`src/rtl/mult_issue_ctrl.sv`:
```
// Multi-cycle front end for the registered signed 32x32 multiplier: issue, sign correction, half select.
// Optional last-result reuse enabled with `define MULT_OPERAND_CACHE_EN.
module mult_issue_ctrl #(
    parameter int TIMEOUT_CYCLES = 8
) (
    input  logic        clk,
    input  logic        reset,
    input  logic        req,
    input  logic [1:0]  op,
    input  logic [31:0] a,
    input  logic [31:0] b,
    input  logic        flush,
    output logic        busy,
    output logic [31:0] result,
    output logic        result_valid,
    output logic        error,
    output logic [31:0] mult_a,
    output logic [31:0] mult_b,
    output logic        mult_start,
    input  logic [63:0] mult_y,
    input  logic        mult_done
);

    localparam int CW = (TIMEOUT_CYCLES > 2) ? $clog2(TIMEOUT_CYCLES) : 2;
    localparam logic [CW-1:0] TMO_LAST = CW'(TIMEOUT_CYCLES - 1);

    typedef enum logic [2:0] {
        S_IDLE,
        S_ISSUE,
        S_WAIT,
        S_CORRECT,
        S_DONE,
        S_DRAIN
    } state_t;

    state_t state, state_nx;

    logic [31:0]   a_q, b_q;
    logic [1:0]    op_q;
    logic [63:0]   y_q;
    logic [CW-1:0] cnt;

    logic          ld_ops, ld_y, ld_res;
    logic [31:0]   res_nx;
    logic          set_valid, set_err;
    logic          cnt_clr, cnt_inc;
    logic          tmo;
    logic [63:0]   p_corr;

    function automatic logic [31:0] half_sel(input logic [63:0] p, input logic hi);
        return hi ? p[63:32] : p[31:0];
    endfunction

`ifdef MULT_OPERAND_CACHE_EN
    logic          c_v;
    logic [31:0]   c_a, c_b;
    logic          c_u;
    logic [63:0]   c_p;
    logic          hit;
    logic          cache_ld;
    logic [63:0]   cache_p_nx;

    assign hit = c_v && (a == c_a) && (b == c_b) && (op[0] == c_u);
`endif

    assign tmo = (cnt == TMO_LAST);

    // Signed product to unsigned product: add back the terms the sign bits subtracted.
    assign p_corr = y_q
                  + (a_q[31] ? {b_q, 32'h0} : 64'h0)
                  + (b_q[31] ? {a_q, 32'h0} : 64'h0);

    assign busy       = (state != S_IDLE);
    assign mult_a     = a_q;
    assign mult_b     = b_q;
    assign mult_start = (state == S_ISSUE) && !flush;

    always_comb begin
        state_nx  = state;
        ld_ops    = 1'b0;
        ld_y      = 1'b0;
        ld_res    = 1'b0;
        res_nx    = 32'h0;
        set_valid = 1'b0;
        set_err   = 1'b0;
        cnt_clr   = 1'b0;
        cnt_inc   = 1'b0;
`ifdef MULT_OPERAND_CACHE_EN
        cache_ld   = 1'b0;
        cache_p_nx = 64'h0;
`endif
        unique case (state)
            S_IDLE: begin
                if (req && !flush) begin
                    ld_ops   = 1'b1;
                    state_nx = S_ISSUE;
`ifdef MULT_OPERAND_CACHE_EN
                    if (hit) begin
                        state_nx  = S_DONE;
                        ld_res    = 1'b1;
                        res_nx    = half_sel(c_p, op[1]);
                        set_valid = 1'b1;
                    end
`endif
                end
            end
            S_ISSUE: begin
                if (flush) begin
                    state_nx = S_IDLE;
                end else begin
                    state_nx = S_WAIT;
                    cnt_clr  = 1'b1;
                end
            end
            S_WAIT: begin
                if (flush) begin
                    // A done arriving with the flush is already consumed.
                    state_nx = mult_done ? S_IDLE : S_DRAIN;
                    cnt_clr  = 1'b1;
                end else if (mult_done) begin
                    ld_y = 1'b1;
                    if (op_q[0]) begin
                        state_nx = S_CORRECT;
                    end else begin
                        state_nx  = S_DONE;
                        ld_res    = 1'b1;
                        res_nx    = half_sel(mult_y, op_q[1]);
                        set_valid = 1'b1;
`ifdef MULT_OPERAND_CACHE_EN
                        cache_ld   = 1'b1;
                        cache_p_nx = mult_y;
`endif
                    end
                end else if (tmo) begin
                    state_nx = S_DONE;
                    ld_res   = 1'b1;
                    res_nx   = 32'h0;
                    set_err  = 1'b1;
                end else begin
                    cnt_inc = 1'b1;
                end
            end
            S_CORRECT: begin
                if (flush) begin
                    state_nx = S_IDLE;
                end else begin
                    state_nx  = S_DONE;
                    ld_res    = 1'b1;
                    res_nx    = half_sel(p_corr, op_q[1]);
                    set_valid = 1'b1;
`ifdef MULT_OPERAND_CACHE_EN
                    cache_ld   = 1'b1;
                    cache_p_nx = p_corr;
`endif
                end
            end
            S_DONE: begin
                state_nx = S_IDLE;
            end
            S_DRAIN: begin
                if (mult_done || tmo) begin
                    state_nx = S_IDLE;
                end else begin
                    cnt_inc = 1'b1;
                end
            end
            default: begin
                state_nx = S_IDLE;
            end
        endcase
    end

    always_ff @(posedge clk or posedge reset) begin
        if (reset) begin
            state        <= S_IDLE;
            a_q          <= 32'h0;
            b_q          <= 32'h0;
            op_q         <= 2'b00;
            y_q          <= 64'h0;
            cnt          <= '0;
            result       <= 32'h0;
            result_valid <= 1'b0;
            error        <= 1'b0;
        end else begin
            state        <= state_nx;
            result_valid <= set_valid;
            error        <= set_err;
            if (ld_ops) begin
                a_q  <= a;
                b_q  <= b;
                op_q <= op;
            end
            if (ld_y) begin
                y_q <= mult_y;
            end
            if (ld_res) begin
                result <= res_nx;
            end
            if (cnt_clr) begin
                cnt <= '0;
            end else if (cnt_inc) begin
                cnt <= cnt + 1'b1;
            end
        end
    end

`ifdef MULT_OPERAND_CACHE_EN
    always_ff @(posedge clk or posedge reset) begin
        if (reset) begin
            c_v <= 1'b0;
            c_a <= 32'h0;
            c_b <= 32'h0;
            c_u <= 1'b0;
            c_p <= 64'h0;
        end else if (flush || set_err) begin
            c_v <= 1'b0;
        end else if (cache_ld) begin
            c_v <= 1'b1;
            c_a <= a_q;
            c_b <= b_q;
            c_u <= op_q[0];
            c_p <= cache_p_nx;
        end
    end
`endif

endmodule

```
`config.mk`:
```
export PLATFORM = sky130hd
export DESIGN_NAME = mult_issue_ctrl
export DESIGN_NICKNAME = d
export VERILOG_FILES = /design/src/rtl/mult_issue_ctrl.sv
export SDC_FILE = /design/constraint.sdc
export NUM_CORES = 1
export LEC_CHECK = 0
export ABC_CLOCK_PERIOD_IN_PS = 10500
export BUFFER_PORTS_ARGS = -buffer_cell sky130_fd_sc_hd__buf_2
export CORE_ASPECT_RATIO = 1.25
export CORE_MARGIN = 2
export CORE_UTILIZATION = 50
export DETAILED_ROUTE_END_ITERATION = 10
export GPL_TIMING_DRIVEN = 0
export PLACE_DENSITY = 0.78
export SYNTH_ARGS = -nofsm -noshare
export SYNTH_HDL_FRONTEND = slang
export SYNTH_SLANG_ARGS = --single-unit
```
`constraint.sdc`:
```
create_clock -name clk -period 10.5 [get_ports clk]
set_input_delay 0.525 -clock clk [delete_from_list [all_inputs] [get_ports clk]]
set_output_delay 0.525 -clock clk [all_outputs]
set_load 0.05 [all_outputs]
```
After elaboration in Yosys (flattened, before gate mapping)
Cells that the tools add are included.
{"block": "word_totals", "reg_bits": 170, "latch_bits": 0, "ramBits": 0, "mem_bits_ro": 0, "input_bits": 135, "output_inout_bits": 100, "elab_cells": 73, "mem_count": 0}
{"block": "classes", "addsub": 3, "mul": 0, "div_mod_pow": 0, "n_lt_le_gt_ge": 0, "n_eq_ne": 8, "n_shift": 0, "muxes": 45, "n_bitwise": 0, "n_reduce_logical": 8}
{"cell": "$mux 32", "n": 6}
{"cell": "$add 64x64->64", "n": 2}
{"cell": "$mux 64", "n": 2}
{"cell": "$pmux 32 s2", "n": 1}
{"cell": "$mux 3", "n": 10}
{"cell": "$mux 1", "n": 20}
{"cell": "$pmux 3 s5", "n": 1}
{"cell": "$pmux 1 s2", "n": 4}
{"cell": "$eq 3x2->1 const B", "n": 2}
{"cell": "$eq 3x3->1 const B", "n": 2}
{"cell": "$ne 2x2->1 const B", "n": 2}
{"cell": "$ne 4x4->1 const B", "n": 1}
{"cell": "$add 3x1->3 const B", "n": 1}
{"cell": "$eq 3x1->1 const B", "n": 1}
{"cell": "$logic_not 3->1", "n": 1}
{"cell": "$reduce_and 3->1", "n": 1}
{"cell": "$reduce_bool 3->1", "n": 1}
{"cell": "$logic_and 1x1->1", "n": 2}
{"cell": "$mux 2", "n": 1}
{"cell": "$reduce_bool 2->1", "n": 1}
{"cell": "$logic_not 1->1", "n": 1}
{"cell": "$logic_or 1x1->1", "n": 1}

Longest topological paths before layout
Gate-level depths: netlist of the first run.
{"block": "logic_depth", "ltp_word": 7, "depth_mapped": 15, "ltp_nobuf": 14}

Worst setup path before layout of the first run
Ideal clock, no wire load.
{"block": "synth_path", "path_type": "register -> register", "from": "register a_q[31] (netlist: mult_a[31])", "to": "register result[25]", "setup_ns": 0.124, "t_arrival_ns": 3.506, "required_ns": 10.376, "path_slack_ns": 6.871, "stages_incl_launch_ff": 15, "path_buffers": 1, "synth_period_minus_slack_ns": 3.629, "path_cell_list": "dfrtp_1 clkbuf_1 and2_1 fa_1 ha_1 inv_1 fa_1 and2b_1 o2111ai_1 a21oi_1 nor2_1 o31ai_1 a21boi_0 xnor2_1 o31a_1"}
{"block": "synth_between", "elab_chain_len": 6}
{"item": "start, declared", "line_no": "38", "rtl": "logic [31:0] a_q, b_q;"}
{"item": "start signal, assigned", "line_no": "176", "rtl": "a_q <= 32'h0;"}
{"item": "start signal, assigned", "line_no": "189", "rtl": "a_q <= a;"}
{"item": "$mux 64", "line_no": "70", "rtl": "+ (a_q[31] ? {b_q, 32'h0} : 64'h0)"}
{"item": "$add 64x64->64", "line_no": "70"}
{"item": "$add 64x64->64", "line_no": "71", "rtl": "+ (b_q[31] ? {a_q, 32'h0} : 64'h0);"}
{"item": "$mux 32", "line_no": "51", "rtl": "return hi ? p[63:32] : p[31:0];"}
{"item": "$mux 32", "line_no": "144", "rtl": "if (flush) begin"}
{"item": "$pmux 32 s2", "line_no": "92", "rtl": "unique case (state)"}
{"item": "end signal, assigned", "line_no": "197", "rtl": "result <= res_nx;"}
{"item": "end, declared", "line_no": "14", "rtl": "output logic [31:0] result,"}
Every way passes these cells.
A chain may end at the register's enable or synchronous reset.

Worst setup path after layout of the first run
Ends and elaborated chain as after synthesis.

==> metrics.md, run 1 <==
| Metric | Value |
|---|---|
| Worst setup path class | `register to register` |
| Drt via density | `5.54` |
| Area of the core region | `19400 µm²` |
| Average wire per cell in the routed design | `18.9 µm` |
| Number of inserted filler cells in the final layout | `1679` |
| Xor-xnor portion of the synthesized cell area | `0.0240` |
| Crit path max fanout | `10` |
| Post-synthesis share of cell area spent on and, or, nand and nor gates | `0.174` |
| Worst Max-Slew Pin Slew | `0.939 ns` |
| GRT Overall Usage | `0.279` |
| Type of the worst min-delay path | `primary input to asynchronous set/reset pin` |
| Library cells used by synthesis | `69` |
| Wire length of the first global-routing pass | `44500 µm` |
| Part of the Yosys area used for sequential elements | `0.432` |
| Syn. warnings | `0` |
| CTS tree | `yes` |
| Async SR Flop Fraction | `1.00` |
| Post-CTS repair timing setup buffer count | `0` |
| Clock latency reported for the late side of the worst-skew pair | `0.44 ns` |
| Post_cts resized | `0` |
| Area used by multi-input combinational logic | `5330 µm²` |
| Worst rel slew slack | `0.374` |
| Outcome | `complete, no violations` |
| Top-level port count | `235` |
| Overall routed net length | `28600 µm` |
| Per-instance average area after synthesis | `10.0 µm²` |
| Count of final setup violators | `0` |
| Final ANT Viol Nets | `0` |
| Number of remaining DRC errors | `0` |
| Synth Area in Adders | `0.106` |
| Number of maximum-capacitance violations | `0` |
| Share of cells above drive strength 1 | `0.287` |
| Proportion of synthesized area in mux cells | `0.0919` |
| Detailed Routing Iterations Pass 1 | `7` |
| Die extent in x | `130 µm` |
| Max Transition Viols Final | `0` |
| Top flip-flop cell by instance count after synthesis | `dfrtp_1` |
| Clk root buf | `clkbuf_16` |
| Shortest period the worst path allows | `4.42 ns` |
| Initial standard-cell utilization of the core | `0.508` |
| Setup TNS | `0 ns` |
| Number of DRC violations after detailed-routing iteration 0 | `616` |
| Endpoint type of the worst setup path | `register` |
| Sequential cell area | `4250 µm²` |
| Count of flip-flops with a built-in enable after synthesis | `0` |
| Number of cell rows | `57` |
| Complex-gate fraction of the synthesized area | `0.146` |
| Post-synth design cell area | `9850 µm²` |
| Port Buffer Count | `232` |
| Total number of vias | `8395` |
| Crit share post-route | `0.421` |
| Critical path data required time | `10.82 ns` |
| Num Clock Sinks | `170` |
| Antenna violations before repair | `2` |
| Number of nets in the synthesized netlist | `1183` |
| Setup skew after layout | `0.00901 ns` |
| FF+latch count, synth | `170` |
| Area of the die | `20800 µm²` |
| CTS Buf Count | `17` |
| Via count of the first global-routing pass | `8374` |
| CTS Hold Buffers Added | `0` |
| Final nets | `1435` |
| Overall overflow remaining after global route | `0` |
| Post-synthesis instance total | `984` |
| Data arrival time at the worst-slack endpoint | `4.74 ns` |
| Max clock buf depth | `2` |
| Maximum number of pins on one net before global-route repair | `101` |
| Global placer's final weighted congestion | `0.959` |
| Startpoint type of the worst setup path | `register` |
| Clock transition at path regs | `0.07 ns` |
| Level count of the clock H-tree | `4` |
| Hold violation count in the final report | `0` |
| Maximum achievable frequency | `226 MHz` |
| RSZ-0062 raised after global routing | `no` |
| Die height | `161 µm` |
| P&R area growth vs syn | `21.4%` |
| Dominant combinational cell family by area after synthesis | `simple AND/OR/NAND/NOR gates` |
| HPWL after detailed placement | `21900 µm` |
cells in the final DEF (no fill, tap or decap), types with 11 or more instances in the layout:
cell       Yosys  layout
fa_1          32      32
ha_1          32      32
xnor2_1       18      18
o221ai_1      11      11
nor2_1        37      37
a222oi_1      12      12
and2_1        68      68
buf_2          3     235
o21ai_0       32      32
a22oi_1       14      14
mux2_2        68      68
nand2_1      238     238
mux2i_1       14      14
clkbuf_16      0      17
a21oi_1       49      49
a21o_1        14      14
clkbuf_1      39      41
dfrtp_1      170     170
Yosys cell counts, drive strengths merged, types with 3 or more instances:
cell    count  area [µm²]
nand2     238         893
dfrtp     170        4250
and2       69         433
mux2       68         766
a21oi      51         263
clkbuf     40         151
nor2       37         139
o21ai      35         179
fa         32         641
ha         32         400
xnor2      18         158
a21o       15         114
a22oi      14         105
mux2i      14         140
buf        13        71.3
a222oi     12         120
inv        12        45.0
o221ai     11        96.3
a221oi     10        87.6
xor2        9        78.8
nand4       7        43.8
and3        6        40.0
nor2b       6        37.5
o31a        6        52.6
o21a        5        37.5
o21bai      5        37.5
a211o       4        36.3
a21boi      4        30.0
nor3        4        25.0
o31ai       4        43.8
a221o       3        30.0
a31oi       3        40.0
o41ai       3        63.8
area by class of cell:
type	instances	area share
Clock inverter	11	0.00994
Buffer	53	0.0186
Clock buffer	21	0.0385
Multi-Input combinational cell	749	0.446
Tap cell	265	0.0277
Timing Repair Buffer	233	0.0994
Sequential cell	170	0.356
Antenna cell	2	0.000418
Inverter	12	0.00439
stage by stage:
stage / std cells / cell area (µm²) / hold WS, ns / util / setup WS (ns)
after detailed placement: 1482 / 11400 / 0.462 / 0.587 / 6.13
after global routing: 1516 / 12000 / 0.174 / 0.617 / 5.80
final: 1516 / 12000 / 0.120 / 0.617 / 6.08
after floorplan: 984 / 9850 / 0.445 / - / 5.37
after global placement: 1481 / 11300 / 0.457 / 0.585 / 3.38
after CTS: 1514 / 12000 / 0.149 / 0.616 / 6.10
metal layers:
layer	wire, µm	track usage
met2	14000	0.453
met1	11900	0.369
met5	0	0
met3	1700	0.0513
met4	966	0.111
kinds of logic after synthesis:
logic type	after synthesis
AND/OR/NAND/NOR	379
flip-flops	170
AO/OA/AOI/OAI	197
multiplexers	82
buffers and inverters	65
adder cells (fa/ha/maj)	64
XOR/XNOR	27
critical path, cell delays in order, from the launching register on:
cell and delay (ns):
dfrtp_1 0.44, clkbuf_1 0.36, and2_1 0.30, fa_1 0.51, ha_1 0.19, inv_1 0.06, fa_1 0.39, and2b_1 0.26
o2111ai_1 0.14, a21oi_1 0.27, nor2_1 0.12, o31ai_1 0.56, a21boi_0 0.24, xnor2_1 0.20, o31a_1 0.25
path summary, 6_finish.rpt:
kind / start / end / slack (ns) / cells after the start
worst max-delay path: mult_a[31] / result[25] / 6.08 / 14
worst min-delay path: reset / mult_b[26] / 0.12 / 2
worst max register to register: mult_a[31] / result[25] / 6.08 / 14
worst min register to register: result[5] / result[5] / 0.48 / 2
max in group asynchronous: reset / mult_a[6] / 9.50 / 3
min in group clk: mult_y[10] / y_q[10] / 0.29 / 3
flip-flops by register name, summed over array words and instances (netlist names):
register      flops
result_valid      1
y_q              64
mult_a           32
state             3
mult_b           32
error             1
result           32
op_q              2
cnt               3
Power of run 1 is left out: the tool's default activity adds up to more than one toggle a clock period on the data nets, which glitch-free logic cannot reach.
==> run 2, diff against run 1 <==
--- a/config.mk
+++ b/config.mk
@@ -5,14 +5,15 @@
 export SDC_FILE = /design/constraint.sdc
 export NUM_CORES = 1
 export LEC_CHECK = 0
-export ABC_CLOCK_PERIOD_IN_PS = 10500
+export ABC_AREA = 1
+export ABC_CLOCK_PERIOD_IN_PS = 3550
 export BUFFER_PORTS_ARGS = -buffer_cell sky130_fd_sc_hd__buf_2
 export CORE_ASPECT_RATIO = 1.25
 export CORE_MARGIN = 2
 export CORE_UTILIZATION = 50
 export DETAILED_ROUTE_END_ITERATION = 10
 export GPL_TIMING_DRIVEN = 0
-export PLACE_DENSITY = 0.78
+export PLACE_DENSITY = 0.8
 export SYNTH_ARGS = -nofsm -noshare
 export SYNTH_HDL_FRONTEND = slang
 export SYNTH_SLANG_ARGS = --single-unit
==> constraint.sdc (replaced) <==
create_clock -name clk -period 3.55 [get_ports clk]
set_input_delay 0.1775 -clock clk [delete_from_list [all_inputs] [get_ports clk]]
set_output_delay 0.1775 -clock clk [all_outputs]
set_load 0.05 [all_outputs]
==> run 2 against run 1 <==
Effect of this change: final cell count increased by 34%; synthesized cell count increased by 40%; critical endpoint is now result[21]; sequential share of layout area decreased by 5.1 points; cell area increased by 17%; register-to-register slack got worse by 5.9 ns; utilization grew 5.3 points; non-clock buffer count up 108; fmax is 29% higher; die area is 8.3% higher; area after synthesis is 8.6% higher.
==> metrics.md, run 2 <==
| Metric | Value |
|---|---|
| Outcome | `complete, no violations` |
| Worst setup path class | `register to register` |
| Number of cell rows | `59` |
| Instance count after placement with tap cells included | `1890` |
| CTS Buf Count | `17` |
| Crit path max fanout | `10` |
| Per-instance average area after synthesis | `7.76 µm²` |
| FF+latch count, synth | `170` |
| Die extent in x | `135 µm` |
| Most area-hungry cell type in the Yosys netlist | `dfrtp_1` |
| Overall routed net length | `38000 µm` |
| Post-synth design cell area | `10700 µm²` |
| Share of the synthesized area in the top cell type | `0.398` |
| Global placer's final weighted congestion | `0.984` |
| Count of final setup violators | `0` |
| Data arrival time at the worst-slack endpoint | `3.73 ns` |
| Max Transition Viols Final | `0` |
| Maximum achievable frequency | `293 MHz` |
| Number of remaining DRC errors | `0` |
| Most common cell after layout, fill and taps aside | `nand2_1` |
| Endpoint type of the worst setup path | `register` |
| Post-synthesis instance total | `1379` |
| Antenna cells | `0` |
| Port Buffer Count | `233` |
| Worst Max-Slew Pin Slew | `0.830 ns` |
| P&R area growth vs syn | `30.8%` |
| Clock latency reported for the late side of the worst-skew pair | `0.45 ns` |
| Average wire per cell in the routed design | `18.7 µm` |
| CTS tree | `yes` |
| Syn. warnings | `0` |
| Wire length of the first global-routing pass | `59000 µm` |
| Antenna violations before repair | `0` |
| Biggest area contributors in the synthesized netlist | `dfrtp_1, nand2_1, inv_1` |
| Number of flip-flops in the largest register | `64` |
| Critical path data required time | `3.86 ns` |
| Hold violation count in the final report | `0` |
| Share of cells above drive strength 1 | `0.222` |
| Post-CTS repair timing setup buffer count | `0` |
| Async SR Flop Fraction | `1.00` |
| Count of flip-flops with a built-in enable after synthesis | `0` |
| Drt via density | `5.42` |
| GRT Overall Usage | `0.342` |
| Number of nets in the synthesized netlist | `1578` |
| Setup skew after layout | `0.0120 ns` |
| Shortest period the worst path allows | `3.42 ns` |
| Fin Hold WS | `0.0120 ns` |
| Detailed Routing Iterations Pass 1 | `8` |
| Num Clock Sinks | `170` |
| Crit share post-route | `0.963` |
| Top library cells by usage in the layout, fill and taps aside | `nand2_1, buf_2, inv_1` |
| Final nets | `1942` |
| Max clock buf depth | `2` |
| Level count of the clock H-tree | `4` |
| Startpoint type of the worst setup path | `register` |
| Clock transition at path regs | `0.07 ns` |
| Overall overflow remaining after global route | `0` |
| Total number of vias | `11000` |
| Most frequent cells after synthesis | `nand2_1, inv_1, dfrtp_1` |
| Most frequent cell after synthesis | `nand2_1` |
| Final ANT Viol Nets | `0` |
| Worst rel slew slack | `0.447` |
| Via count of the first global-routing pass | `11100` |
| Setup TNS | `0 ns` |
| Die height | `168 µm` |
| Initial standard-cell utilization of the core | `0.512` |
| Top flip-flop cell by instance count after synthesis | `dfrtp_1` |
| Maximum number of pins on one net before global-route repair | `45` |
| Library cells used by synthesis | `35` |
| Number of maximum-capacitance violations | `0` |
| Clk root buf | `clkbuf_16` |
| Part of the Yosys area used for sequential elements | `0.398` |
| Final cell count without fillers | `2030` |
| Biggest register | `y_q` |
| RSZ-0062 raised after global routing | `no` |
| Area of the die | `22600 µm²` |
| Area of the core region | `20900 µm²` |
| HPWL after detailed placement | `27300 µm` |
| Top-level port count | `235` |
| Number of DRC violations after detailed-routing iteration 0 | `1176` |
| Type of the worst min-delay path | `primary input to register` |
==> run 2: cell types whose count changed in the layout (fill, tap and decap cells not counted), moves of 14 or more <==
cell and change:
nand2_1 +243, inv_1 +211, dlygate4sd3_1 +108, and2_1 -66, nand3_1 +66, o21ai_0 +33
o211ai_1 +26, clkbuf_1 -23, nor2_1 +21, or2_2 +17, xnor2_1 -16, a22oi_1 -14
mux2i_1 -14
==> run 2: final timing paths <==
| kind | startpoint | end | slack (ns) | cells past startpoint |
|---|---|---|---|---|
| max | mult_a[31] | result[21] | 0.13 | 17 |
| min | mult_y[32] | y_q[32] | 0.01 | 3 |
| max reg2reg | mult_a[31] | result[21] | 0.13 | 17 |
| min reg2reg | result[3] | result[3] | 0.49 | 2 |
| max in group asynchronous | reset | mult_b[20] | 2.38 | 5 |
| min in group asynchronous | reset | mult_b[10] | 0.33 | 3 |
==> run 2: per-stage QoR <==
step,instance area [µm²],setup slack [ns],utilization
floorplan,10700,0.470,-
global placement,12200,0.0560,0.584
detailed placement,12300,0.0386,0.588
CTS,14000,0.00745,0.668
global route,14000,0.00162,0.670
finish,14000,0.132,0.670
==> run 2: cell families after synthesis <==
group           count (synthesis)  synth area share
buf+inv                       276             0.103
mux                            64            0.0674
fa+ha+maj                      64            0.0973
simple gates                  641             0.243
compound gates                150            0.0799
xor+xnor                       14            0.0115
flops                         170             0.398
==> run 2: what timing repair did <==
action,4_1_cts,5_1_grt
setup endpoints to repair,1,17
resized for setup,2,12
pin swaps,0,0
hold endpoints to repair,125,2
hold buffers,106,2
==> run 2: cell type report <==
class	instances	area [µm²]
repair buffers	345	2330
plain buffers	49	260
clock inverters	15	180
fillers	1661	6900
clock buffers	17	425
inverters	227	858
flip-flops and latches	170	4250
well taps	274	343
multi-input cells	933	5340
==> run 2: worst max-delay path, cell delays in order, from the launching register on <==
cell and delay [ns]:
dfrtp_1 0.46, buf_2 0.23, nand2_1 0.09, inv_1 0.05, fa_1 0.51, ha_1 0.24, inv_1 0.08, fa_1 0.42
inv_1 0.09, nand3_1 0.06, nand3_1 0.17, nand3_1 0.12, nand3_1 0.21, nand2_1 0.12, nand3_1 0.08, nand3_1 0.15
nand2_1 0.13, nand3_1 0.08
==> run 2: metal layers <==
metal,share of wire,global-route usage
met1,0.38,0.427
met2,0.48,0.560
met3,0.081,0.0548
met4,0.055,0.195
met5,0,0
Power of run 2 is left out for the same reason.
